### src/rtl/lsu_scheduler_if.sv
// Handshake bundle between the LSU scheduler and its dispatch, lsu and CDB neighbours.
// The scheduler uses the slave modport; the surrounding logic uses the master modport.
interface lsu_scheduler_if #(
  parameter int TAG_W = 4
);
  logic             alloc_valid;
  logic             alloc_ready;
  logic [2:0]       alloc_op;
  logic [31:0]      alloc_base;
  logic [31:0]      alloc_offset;
  logic [31:0]      alloc_sdata;
  logic [TAG_W-1:0] alloc_tag;
  logic             flush;
  logic             lsu_mem_req;
  logic [2:0]       lsu_mem_op;
  logic [31:0]      lsu_base_addr;
  logic [31:0]      lsu_offset;
  logic [31:0]      lsu_store_data;
  logic             lsu_ready;
  logic [31:0]      lsu_load_data;
  logic             cdb_valid;
  logic [TAG_W-1:0] cdb_tag;
  logic [31:0]      cdb_data;
  logic             cdb_grant;
  logic             store_done;

  modport master (
    output alloc_valid, alloc_op, alloc_base, alloc_offset, alloc_sdata, alloc_tag, flush,
    output lsu_ready, lsu_load_data, cdb_grant,
    input  alloc_ready, lsu_mem_req, lsu_mem_op, lsu_base_addr, lsu_offset, lsu_store_data,
    input  cdb_valid, cdb_tag, cdb_data, store_done
  );

  modport slave (
    input  alloc_valid, alloc_op, alloc_base, alloc_offset, alloc_sdata, alloc_tag, flush,
    input  lsu_ready, lsu_load_data, cdb_grant,
    output alloc_ready, lsu_mem_req, lsu_mem_op, lsu_base_addr, lsu_offset, lsu_store_data,
    output cdb_valid, cdb_tag, cdb_data, store_done
  );
endinterface

### src/rtl/lsu_scheduler.sv
// In-order memory-op queue feeding the lsu one op at a time; load results go out on the CDB.
// Latency: enqueue->lsu_mem_req 1 cycle, load data MEM_LAT cycles after lsu acceptance, then CDB.
// Backpressure: alloc_ready drops when full; lsu_ready and cdb_grant stall the FSM. Stats: LSU_SCHED_STATS_EN.
module lsu_scheduler #(
  parameter int DEPTH   = 4,
  parameter int TAG_W   = 4,
  parameter int MEM_LAT = 2
) (
  input  logic          clk,
  input  logic          rst,
  lsu_scheduler_if.slave bus
`ifdef LSU_SCHED_STATS_EN
  ,
  output logic [31:0]   stat_loads,
  output logic [31:0]   stat_stores,
  output logic [31:0]   stat_stall
`endif
);

  localparam int IDX_W = $clog2(DEPTH);
  localparam int PTR_W = IDX_W + 1;
  localparam int CNT_W = (MEM_LAT > 1) ? $clog2(MEM_LAT) : 1;

  typedef struct packed {
    logic [2:0]       op;
    logic [31:0]      base;
    logic [31:0]      offset;
    logic [31:0]      sdata;
    logic [TAG_W-1:0] tag;
  } entry_t;

  typedef enum logic [1:0] {IDLE, REQ, WAIT, CDB} state_t;

  entry_t           q_mem [DEPTH];
  entry_t           head;
  logic [PTR_W-1:0] wr_ptr, rd_ptr;
  logic             full, empty;
  logic             enq, deq, accept;
  state_t           state, state_nxt;
  logic [CNT_W-1:0] cnt;
  logic [TAG_W-1:0] res_tag;
  logic [31:0]      res_data;
  logic             store_done_q;

  assign head  = q_mem[rd_ptr[IDX_W-1:0]];
  assign empty = (wr_ptr == rd_ptr);
  assign full  = (wr_ptr[IDX_W-1:0] == rd_ptr[IDX_W-1:0]) && (wr_ptr[IDX_W] != rd_ptr[IDX_W]);

  // accept is the raw lsu handshake; a flush still lets the lsu take the op, it just doesn't pop.
  assign accept = (state == REQ) && bus.lsu_ready;
  assign enq    = bus.alloc_valid && bus.alloc_ready && !bus.flush;
  assign deq    = accept && !bus.flush;

  always_ff @(posedge clk) begin
    if (enq) begin
      q_mem[wr_ptr[IDX_W-1:0]] <= '{op: bus.alloc_op, base: bus.alloc_base,
                                    offset: bus.alloc_offset, sdata: bus.alloc_sdata,
                                    tag: bus.alloc_tag};
    end
  end

  always_ff @(posedge clk) begin
    if (rst) begin
      state <= IDLE;
    end else begin
      state <= state_nxt;
    end
  end

  always_comb begin
    state_nxt = state;
    if (bus.flush) begin
      state_nxt = IDLE;
    end else begin
      case (state)
        IDLE: if (!empty || enq) state_nxt = REQ;
        REQ:  if (bus.lsu_ready) state_nxt = head.op[2] ? IDLE : WAIT;
        WAIT: if (cnt == '0) state_nxt = CDB;
        CDB:  if (bus.cdb_grant) state_nxt = IDLE;
        default: state_nxt = IDLE;
      endcase
    end
  end

  always_comb begin
    bus.alloc_ready    = !full && !rst;
    bus.lsu_mem_req    = 1'b0;
    bus.lsu_mem_op     = '0;
    bus.lsu_base_addr  = '0;
    bus.lsu_offset     = '0;
    bus.lsu_store_data = '0;
    bus.cdb_valid      = 1'b0;
    bus.cdb_tag        = '0;
    bus.cdb_data       = '0;
    bus.store_done     = store_done_q;
    if (state == REQ) begin
      bus.lsu_mem_req    = 1'b1;
      bus.lsu_mem_op     = head.op;
      bus.lsu_base_addr  = head.base;
      bus.lsu_offset     = head.offset;
      bus.lsu_store_data = head.sdata;
    end
    if (state == CDB) begin
      bus.cdb_valid = 1'b1;
      bus.cdb_tag   = res_tag;
      bus.cdb_data  = res_data;
    end
  end

  always_ff @(posedge clk) begin
    if (rst) begin
      wr_ptr       <= '0;
      rd_ptr       <= '0;
      cnt          <= '0;
      res_tag      <= '0;
      res_data     <= '0;
      store_done_q <= 1'b0;
    end else begin
      store_done_q <= accept && head.op[2];
      if (bus.flush) begin
        wr_ptr <= '0;
        rd_ptr <= '0;
      end else begin
        if (enq) wr_ptr <= wr_ptr + 1'b1;
        if (deq) rd_ptr <= rd_ptr + 1'b1;
      end
      if (accept && !head.op[2]) begin
        cnt     <= CNT_W'(MEM_LAT - 1);
        res_tag <= head.tag;
      end else if (state == WAIT && cnt != '0) begin
        cnt <= cnt - 1'b1;
      end
      if (state == WAIT && cnt == '0) begin
        res_data <= bus.lsu_load_data;
      end
    end
  end

`ifdef LSU_SCHED_STATS_EN
  // Counters survive flush on purpose; only rst clears them.
  always_ff @(posedge clk) begin
    if (rst) begin
      stat_loads  <= '0;
      stat_stores <= '0;
      stat_stall  <= '0;
    end else begin
      if (accept && head.op[2])  stat_stores <= stat_stores + 1'b1;
      if (accept && !head.op[2]) stat_loads  <= stat_loads + 1'b1;
      if (bus.alloc_valid && !bus.alloc_ready) stat_stall <= stat_stall + 1'b1;
    end
  end
`endif

endmodule

### src/flat_wrapper.sv
// flat-port wrapper written by rule: the top's interface ports become plain ports
module lsu_scheduler_flat 
#(
  parameter int DEPTH   = 4,
  parameter int TAG_W   = 4,
  parameter int MEM_LAT = 2
)
  (clk, rst, bus_alloc_valid, bus_alloc_op, bus_alloc_base, bus_alloc_offset, bus_alloc_sdata, bus_alloc_tag, bus_flush, bus_lsu_ready, bus_lsu_load_data, bus_cdb_grant, bus_alloc_ready, bus_lsu_mem_req, bus_lsu_mem_op, bus_lsu_base_addr, bus_lsu_offset, bus_lsu_store_data, bus_cdb_valid, bus_cdb_tag, bus_cdb_data, bus_store_done);
  lsu_scheduler_if #(.TAG_W(TAG_W)) bus_i ();
  input  logic clk;
  input  logic rst;
  input wire logic [$bits(bus_i.alloc_valid)-1:0] bus_alloc_valid;
  input wire logic [$bits(bus_i.alloc_op)-1:0] bus_alloc_op;
  input wire logic [$bits(bus_i.alloc_base)-1:0] bus_alloc_base;
  input wire logic [$bits(bus_i.alloc_offset)-1:0] bus_alloc_offset;
  input wire logic [$bits(bus_i.alloc_sdata)-1:0] bus_alloc_sdata;
  input wire logic [$bits(bus_i.alloc_tag)-1:0] bus_alloc_tag;
  input wire logic [$bits(bus_i.flush)-1:0] bus_flush;
  input wire logic [$bits(bus_i.lsu_ready)-1:0] bus_lsu_ready;
  input wire logic [$bits(bus_i.lsu_load_data)-1:0] bus_lsu_load_data;
  input wire logic [$bits(bus_i.cdb_grant)-1:0] bus_cdb_grant;
  output wire logic [$bits(bus_i.alloc_ready)-1:0] bus_alloc_ready;
  output wire logic [$bits(bus_i.lsu_mem_req)-1:0] bus_lsu_mem_req;
  output wire logic [$bits(bus_i.lsu_mem_op)-1:0] bus_lsu_mem_op;
  output wire logic [$bits(bus_i.lsu_base_addr)-1:0] bus_lsu_base_addr;
  output wire logic [$bits(bus_i.lsu_offset)-1:0] bus_lsu_offset;
  output wire logic [$bits(bus_i.lsu_store_data)-1:0] bus_lsu_store_data;
  output wire logic [$bits(bus_i.cdb_valid)-1:0] bus_cdb_valid;
  output wire logic [$bits(bus_i.cdb_tag)-1:0] bus_cdb_tag;
  output wire logic [$bits(bus_i.cdb_data)-1:0] bus_cdb_data;
  output wire logic [$bits(bus_i.store_done)-1:0] bus_store_done;
  assign bus_i.alloc_valid = bus_alloc_valid;
  assign bus_i.alloc_op = bus_alloc_op;
  assign bus_i.alloc_base = bus_alloc_base;
  assign bus_i.alloc_offset = bus_alloc_offset;
  assign bus_i.alloc_sdata = bus_alloc_sdata;
  assign bus_i.alloc_tag = bus_alloc_tag;
  assign bus_i.flush = bus_flush;
  assign bus_i.lsu_ready = bus_lsu_ready;
  assign bus_i.lsu_load_data = bus_lsu_load_data;
  assign bus_i.cdb_grant = bus_cdb_grant;
  assign bus_alloc_ready = bus_i.alloc_ready;
  assign bus_lsu_mem_req = bus_i.lsu_mem_req;
  assign bus_lsu_mem_op = bus_i.lsu_mem_op;
  assign bus_lsu_base_addr = bus_i.lsu_base_addr;
  assign bus_lsu_offset = bus_i.lsu_offset;
  assign bus_lsu_store_data = bus_i.lsu_store_data;
  assign bus_cdb_valid = bus_i.cdb_valid;
  assign bus_cdb_tag = bus_i.cdb_tag;
  assign bus_cdb_data = bus_i.cdb_data;
  assign bus_store_done = bus_i.store_done;
  lsu_scheduler #(.DEPTH(DEPTH), .TAG_W(TAG_W), .MEM_LAT(MEM_LAT)) u_core (.clk(clk), .rst(rst), .bus(bus_i));
endmodule
### config.mk
export PLATFORM = sky130hd
export DESIGN_NAME = lsu_scheduler_flat
export DESIGN_NICKNAME = d
export VERILOG_FILES = /design/src/rtl/lsu_scheduler_if.sv /design/src/rtl/lsu_scheduler.sv /design/src/flat_wrapper.sv
export SDC_FILE = /design/constraint.sdc
export NUM_CORES = 1
export LEC_CHECK = 0
export CAP_MARGIN = 20
export CORE_MARGIN = 8
export CORE_UTILIZATION = 53
export DETAILED_ROUTE_END_ITERATION = 10
export MAX_ROUTING_LAYER = met4
export PLACE_DENSITY = 0.79
export REMOVE_ABC_BUFFERS = 1
export SYNTH_ARGS = -nofsm -noshare
export SYNTH_HDL_FRONTEND = slang
export SYNTH_SLANG_ARGS = --single-unit
export TNS_END_PERCENT = 5
### constraint.sdc
create_clock -name clk -period 4.2 [get_ports clk]
set_input_delay 0.42 -clock clk [delete_from_list [all_inputs] [get_ports clk]]
set_output_delay 0.42 -clock clk [all_outputs]
set_load 0.01 [all_outputs]
# Yosys cells after proc, flatten, opt, wreduce, memory -nomap -nowiden

Memory sizes are Yosys's and may differ from the RTL's. A register that Yosys moved wholly into a read port is not among the register bits.
Cells that the tools add are included.

$add $sub $neg: 3
Equality and inequality tests: 10
Mux-type cells: 20
Bitwise logic cells: 1
Reductions and logical operators: 20

Operator list:

| cell                                                             | count |
|---|---|
| 32-bit two-way mux                                               | 4 |
| 2-bit two-way mux                                                | 7 |
| 1-bit logical AND                                                | 10 |
| 2-bit case mux with 4 select lines                               | 1 |
| 3-bit by 1-bit adder with 3-bit output (second input constant)   | 2 |
| 1-bit two-way mux                                                | 6 |
| 2-bit != test (second input constant)                            | 3 |
| 1-bit logical NOT                                                | 5 |
| 2-bit == test (second input constant)                            | 2 |
| 4-bit two-way mux                                                | 1 |
| 4-bit AND reduction                                              | 1 |
| 3-bit == test                                                    | 1 |
| 3-bit two-way mux                                                | 1 |
| 2-bit by 1-bit == test with 1-bit output (second input constant) | 1 |
| 2-bit == test                                                    | 1 |
| 2-bit logical NOT                                                | 1 |
| 2-bit by 1-bit != test with 1-bit output (second input constant) | 1 |
| 2-bit nonzero test                                               | 1 |
| 2-bit OR reduction                                               | 1 |
| 1-bit logical OR                                                 | 1 |
| 1-bit != test                                                    | 1 |
| 1-bit NOT                                                        | 1 |
| 1-bit subtractor (second input constant)                         | 1 |

Flip-flop bits (word level): 46
Memory bits (writable): 412
Bits of input ports: 141
Output and inout bits: 139
Word-level logic and storage cells: 62
Memories kept: 1

Memories:

| memory       | depth | bits a word | rd ports | clocked after Yosys merged registers in | write ports | line                | source |
|---|---|---|---|---|---|---|---|
| u_core.q_mem | 4     | 103         | 1        | 1                                       | 1           | lsu_scheduler.sv:34 | `entry_t q_mem [DEPTH];` |

# Logic depth before layout (Yosys ltp)

Depth after elaboration: 9
Gate-level depth with buffers: 6
Mapped depth without buffers: 5

# Least setup slack after synthesis

No wires, ideal clock.

Path kind: reg2reg
Start: register u_core.wr_ptr[1]
End: memory u_core.q_mem[0][0] (netlist name), enable pin
Library setup time: 0.474 ns
Arrival: 3.281 ns
Path slack: 0.445 ns
Stages on the path, launching flop included: 5
Path buffers: 0
Clock period less this slack: 3.755 ns
Cells stage by stage: dfxtp_1 > xor2_1 > nor3_1 > nor2_1 > and2_1

Word-level cells in the longest chain between the ends: 8

RTL lines:

| item                                    | line                 | source |
|---|---|---|
| start, declared                         | lsu_scheduler.sv:36  | `logic [PTR_W-1:0] wr_ptr, rd_ptr;` |
| start signal, assigned                  | lsu_scheduler.sv:124 | `if (enq) wr_ptr <= wr_ptr + 1'b1;` |
| 2-bit == test                           | lsu_scheduler.sv:47  | `assign full = (wr_ptr[IDX_W-1:0] == rd_ptr[IDX_W-1:0]) && (wr_ptr[IDX_W] != rd_ptr[IDX_W]);` |
| 1-bit logical AND                       | lsu_scheduler.sv:47  |  |
| 1-bit logical NOT                       | lsu_scheduler.sv:86  | `bus.alloc_ready = !full && !rst;` |
| 1-bit logical AND                       | lsu_scheduler.sv:86  |  |
| 1-bit logical AND (2 in series)         | lsu_scheduler.sv:51  | `assign enq = bus.alloc_valid && bus.alloc_ready && !bus.flush;` |
| 1-bit two-way mux                       | lsu_scheduler.sv:55  | `if (enq) begin` |
| 1-bit two-way mux (not written as such) | lsu_scheduler.sv:56  | `q_mem[wr_ptr[IDX_W-1:0]] <= '{op: bus.alloc_op, base: bus.alloc_base,` |
| end, declared                           | lsu_scheduler.sv:34  |  |

Several ways; a longest one is shown, not always the timed one.

==> metrics.txt <==
# TYPE chip_impl_metric gauge
chip_impl_info{name="ctsRootBufferMaster",value="sky130_fd_sc_hd__clkbuf_16"} 1
chip_impl_metric{name="timing.slew.headroom",unit="%"} 51.9
chip_impl_info{name="end_kind",value="primary output"} 1
chip_impl_metric{name="holdWs",unit="ns"} 0.432
chip_impl_metric{name="detailedRoute.firstIterationViolations",unit=""} 560
chip_impl_info{name="synth.area.top_cells",value="sky130_fd_sc_hd__edfxtp_1 (70%), sky130_fd_sc_hd__mux4_2 (13%), sky130_fd_sc_hd__dfxtp_1 (5.4%)"} 1
chip_impl_metric{name="die_area",unit="um2"} 39400
chip_impl_info{name="critPathTopFamily",value="flip-flops"} 1
chip_impl_metric{name="cts_max_path_buffers",unit=""} 3
chip_impl_metric{name="final_weighted_congestion_in_routability_driven_placement",unit=""} 0.842
chip_impl_metric{name="synthCells",unit=""} 917
chip_impl_metric{name="fin_tns_setup",unit="ns"} 0
chip_impl_metric{name="cts.hold.buffers_added",unit=""} 0
chip_impl_metric{name="placement.io_buffers",unit=""} 279
chip_impl_metric{name="fmax",unit="MHz"} 297
chip_impl_metric{name="cts-buffers-inserted",unit=""} 45
chip_impl_metric{name="floorplan.io_pins",unit=""} 280
chip_impl_info{name="worst_setup_path_start_kind",value="flop"} 1
chip_impl_metric{name="period_minus_slack",unit="ns"} 3.36
chip_impl_info{name="yosysMostFrequentCell",value="sky130_fd_sc_hd__edfxtp_1"} 1
chip_impl_info{name="crit_slowest_cell",value="sky130_fd_sc_hd__dfxtp_4"} 1
chip_impl_info{name="clock_tree_from_tritoncts",value="yes"} 1
chip_impl_metric{name="cp.buffers_inverters",unit=""} 2
chip_impl_metric{name="detail_route.drc_violations",unit=""} 0
chip_impl_metric{name="grt_max_degree",unit=""} 65
chip_impl_metric{name="vdd_drop_max",unit="V"} 0.000453
chip_impl_metric{name="register_area_share_after_synthesis",unit="%"} 75.6
chip_impl_info{name="timing.setup.critical_path_class",value="flop to primary output"} 1
chip_impl_metric{name="synth_top_area_share",unit="%"} 70.2
chip_impl_metric{name="postSynthRegisterBits",unit=""} 460
chip_impl_info{name="synthFlopType",value="sky130_fd_sc_hd__edfxtp_1"} 1
chip_impl_metric{name="ctsHtreeMaxLevel",unit=""} 2
chip_impl_metric{name="power",unit="W"} 0.00911
chip_impl_metric{name="clk_latency",unit="ns"} 0.55
chip_impl_metric{name="placeableCoreArea",unit="um2"} 33100
chip_impl_metric{name="worst-endpoint-arrival",unit="ns"} 2.94
chip_impl_metric{name="finalHoldViolations",unit=""} 0
chip_impl_metric{name="std_cell_rows",unit=""} 67
chip_impl_metric{name="routed_via_density",unit=""} 5.45
chip_impl_metric{name="globalRouteTotalUtil",unit="%"} 20.0
chip_impl_metric{name="power.density_cell_area",unit="nW/um2"} 404
chip_impl_metric{name="start_util",unit="%"} 53.3
chip_impl_metric{name="syn_avg_cell_area",unit="um2"} 19.2
chip_impl_metric{name="count_of_maximum_capacitance_violations",unit=""} 0
chip_impl_info{name="status",value="finished, final reports clean"} 1
chip_impl_metric{name="cp.required",unit="ns"} 3.78
chip_impl_metric{name="drt.antenna.violating_nets",unit=""} 0
chip_impl_metric{name="grt_pass1_vias",unit=""} 9897
chip_impl_metric{name="synth-edff-count",unit=""} 412
chip_impl_info{name="setup_repair_after_global_routing_missed_its_margin",value="false"} 1
chip_impl_metric{name="setup_viol",unit=""} 0
chip_impl_metric{name="netlist-cell-type-count",unit=""} 30
chip_impl_metric{name="nNetsFinal",unit=""} 1367
chip_impl_metric{name="layout-area-overhead-vs-synth",unit="%"} 27.8
chip_impl_metric{name="first_pass_grt_wire_length",unit="um"} 58100
chip_impl_metric{name="synthArstFlopShare",unit="%"} 0
chip_impl_metric{name="cts_setup_buffers",unit=""} 0
chip_impl_metric{name="wl_per_cell",unit="um"} 22.5
chip_impl_metric{name="worst_r2r_path_depth",unit=""} 5
chip_impl_metric{name="worstMarginPinSlew",unit="ns"} 0.722
chip_impl_metric{name="detailedPlace.worstSlack",unit="ns"} 1.33
chip_impl_metric{name="regToRegSetupSlack",unit="ns"} 1.94
chip_impl_metric{name="ctsResizeCount",unit=""} 0
chip_impl_info{name="holdCritPathClass",value="input port to flop"} 1
chip_impl_info{name="synth_common_cells",value="sky130_fd_sc_hd__edfxtp_1 (412), sky130_fd_sc_hd__and2_1 (105), sky130_fd_sc_hd__mux4_2 (103), sky130_fd_sc_hd__nand2_1 (70), sky130_fd_sc_hd__dfxtp_1 (48)"} 1
chip_impl_info{name="yosysTopAreaCell",value="sky130_fd_sc_hd__edfxtp_1"} 1
chip_impl_metric{name="grt_antenna_before_repair",unit=""} 7
chip_impl_metric{name="post-route-period-util",unit="%"} 80.1
chip_impl_metric{name="detailed_place_hpwl",unit="um"} 24900
chip_impl_metric{name="route.vias.total",unit=""} 9326
chip_impl_info{name="cp_cell_sequence",value="buf_4 -> mux4_2 -> and2_1 -> clkdlybuf4s50_1"} 1
chip_impl_metric{name="totalWireLength",unit="um"} 38500
chip_impl_metric{name="gr-total-overflow",unit=""} 0
chip_impl_metric{name="worst_clock_skew",unit="ns"} 0.0174
chip_impl_metric{name="post-route-worst-setup-slack",unit="ns"} 0.838
chip_impl_metric{name="synth_area",unit="um2"} 17600
chip_impl_metric{name="slew_violations",unit=""} 0
chip_impl_metric{name="worst-path-stages",unit=""} 4
chip_impl_metric{name="die_boundary_height",unit="um"} 198
chip_impl_metric{name="cts_sinks",unit=""} 460
chip_impl_metric{name="detailedRoute.firstPassIterationCount",unit=""} 5
chip_impl_metric{name="yosys_warnings",unit=""} 0
chip_impl_metric{name="drive_above_1_share",unit="%"} 16.2
chip_impl_metric{name="hold-path-cell-count",unit=""} 3
chip_impl_metric{name="num-fill-cells",unit=""} 2140
chip_impl_metric{name="clkSlewWorstSetupHoldPaths",unit="ns"} 0.06
chip_impl_metric{name="critPathMaxStageDelay",unit="ns"} 0.81
chip_impl_metric{name="power.static_leakage",unit="nW"} 7.28
chip_impl_metric{name="dieWidth",unit="um"} 198
chip_impl_metric{name="finish.utilization",unit="%"} 68.1
chip_impl_metric{name="path_max_fanout",unit=""} 33
[path summary, 6_finish.rpt]
| kind | start | endpoint |
|---|---|---|
| min reg2reg | u_core.res_data[7]$_SDFFE_PP0P_ | u_core.res_data[7]$_SDFFE_PP0P_ |
| max reg2reg | u_core.wr_ptr[1]$_SDFFE_PP0P_ | u_core.q_mem[3][21]$_DFFE_PP_ |
| min | bus_lsu_load_data[19] | u_core.res_data[19]$_SDFFE_PP0P_ |
| max | flop | bus_lsu_base_addr[7] |
[state kept, by name, summed over array words and instances, names as in the netlist, named ones only]
| signal | count |
|---|---|
| u_core.rd_ptr | 3 |
| u_core.bus.store_done | 1 |
| u_core.state | 1 |
| u_core.wr_ptr | 3 |
| u_core.cnt | 1 |
| u_core.res_data | 32 |
| u_core.q_mem | 412 |
| u_core.res_tag | 4 |
[layout make-up]
class / instances / area [um2] / share of cell area (%)
diodes: 7 / 17.5 / 0.0777
clock buffers: 60 / 1200 / 5.34
clock inverters: 22 / 150 / 0.666
inverters: 4 / 15.0 / 0.0666
multi-input cells: 399 / 4010 / 17.8
flip-flops and latches: 460 / 13300 / 59.2
well taps: 448 / 561 / 2.49
repair buffers: 311 / 3250 / 14.4
[worst min-delay path, stage by stage]
cell and delay (ns):
sky130_fd_sc_hd__clkdlybuf4s50_1 0.40, sky130_fd_sc_hd__nand2_1 0.05, sky130_fd_sc_hd__a21oi_1 0.05
[per-stage QoR]
stage	area (um2)	std cells
after floorplan	17300	863
after global placement	21200	1621
final	22500	1711
after CTS	22500	1704
after detailed placement	21200	1622
after global routing	22500	1711
[placed cells by master (no fill, tap or decap), types with 2 or more instances in the layout]
cell | Yosys | layout
sky130_fd_sc_hd__dfxtp_1 | 48 | 46
sky130_fd_sc_hd__mux2i_1 | 4 | 4
sky130_fd_sc_hd__mux4_2 | 103 | 103
sky130_fd_sc_hd__edfxtp_1 | 412 | 412
sky130_fd_sc_hd__nand2b_1 | 2 | 2
sky130_fd_sc_hd__and2_4 | 0 | 4
sky130_fd_sc_hd__o21ai_0 | 3 | 3
sky130_fd_sc_hd__clkinv_1 | 0 | 11
sky130_fd_sc_hd__ha_1 | 5 | 5
sky130_fd_sc_hd__and2_1 | 105 | 101
sky130_fd_sc_hd__and3_1 | 36 | 36
sky130_fd_sc_hd__nor2_1 | 14 | 13
sky130_fd_sc_hd__xor2_1 | 4 | 4
sky130_fd_sc_hd__xnor2_1 | 2 | 2
sky130_fd_sc_hd__dfxtp_4 | 0 | 2
sky130_fd_sc_hd__nand2_1 | 70 | 70
sky130_fd_sc_hd__clkdlybuf4s50_1 | 0 | 279
sky130_fd_sc_hd__clkbuf_1 | 31 | 14
sky130_fd_sc_hd__nand3_1 | 3 | 3
sky130_fd_sc_hd__buf_4 | 0 | 14
sky130_fd_sc_hd__a21oi_1 | 36 | 36
sky130_fd_sc_hd__inv_1 | 4 | 3
sky130_fd_sc_hd__clkbuf_16 | 0 | 46
sky130_fd_sc_hd__or2_2 | 2 | 2
sky130_fd_sc_hd__clkinv_2 | 0 | 7
sky130_fd_sc_hd__buf_12 | 0 | 17
sky130_fd_sc_hd__diode_2 | 0 | 7
[routing by layer]
layer	GRT usage, %	share of wire, %	vias to the layer above
li1	-	-	4205
met1	25.6	41	4721
met2	32.1	49	347
met3	5.14	8.2	53
met4	5.08	1.8	0
met5	-	0	-
[report_power, final]
group	internal (W)	switching, W	total [W]
sequential	0.00503	0.0000139	0.00504
combinational	0.000218	0.000164	0.000382
clock	0.00208	0.00160	0.00369
total	0.00733	0.00178	0.00911
[cells by family (layout without fill, tap and decap cells)]
| kind of cell | after synthesis | count (layout) | share of synthesized area (%) |
|---|---|---|---|
| multiplexers | 107 | 107 | 13.4 |
| buffers and inverters | 58 | 397 | 1.75 |
| XOR/XNOR | 6 | 6 | 0.298 |
| AND/OR/NAND/NOR | 238 | 238 | 7.33 |
| flip-flops | 460 | 460 | 75.6 |
| adder cells (fa/ha/maj) | 5 | 5 | 0.355 |
| other | 0 | 7 | 0 |
| AO/OA/AOI/OAI | 43 | 43 | 1.28 |
No activity file was read; power rests on OpenSTA's default activity.
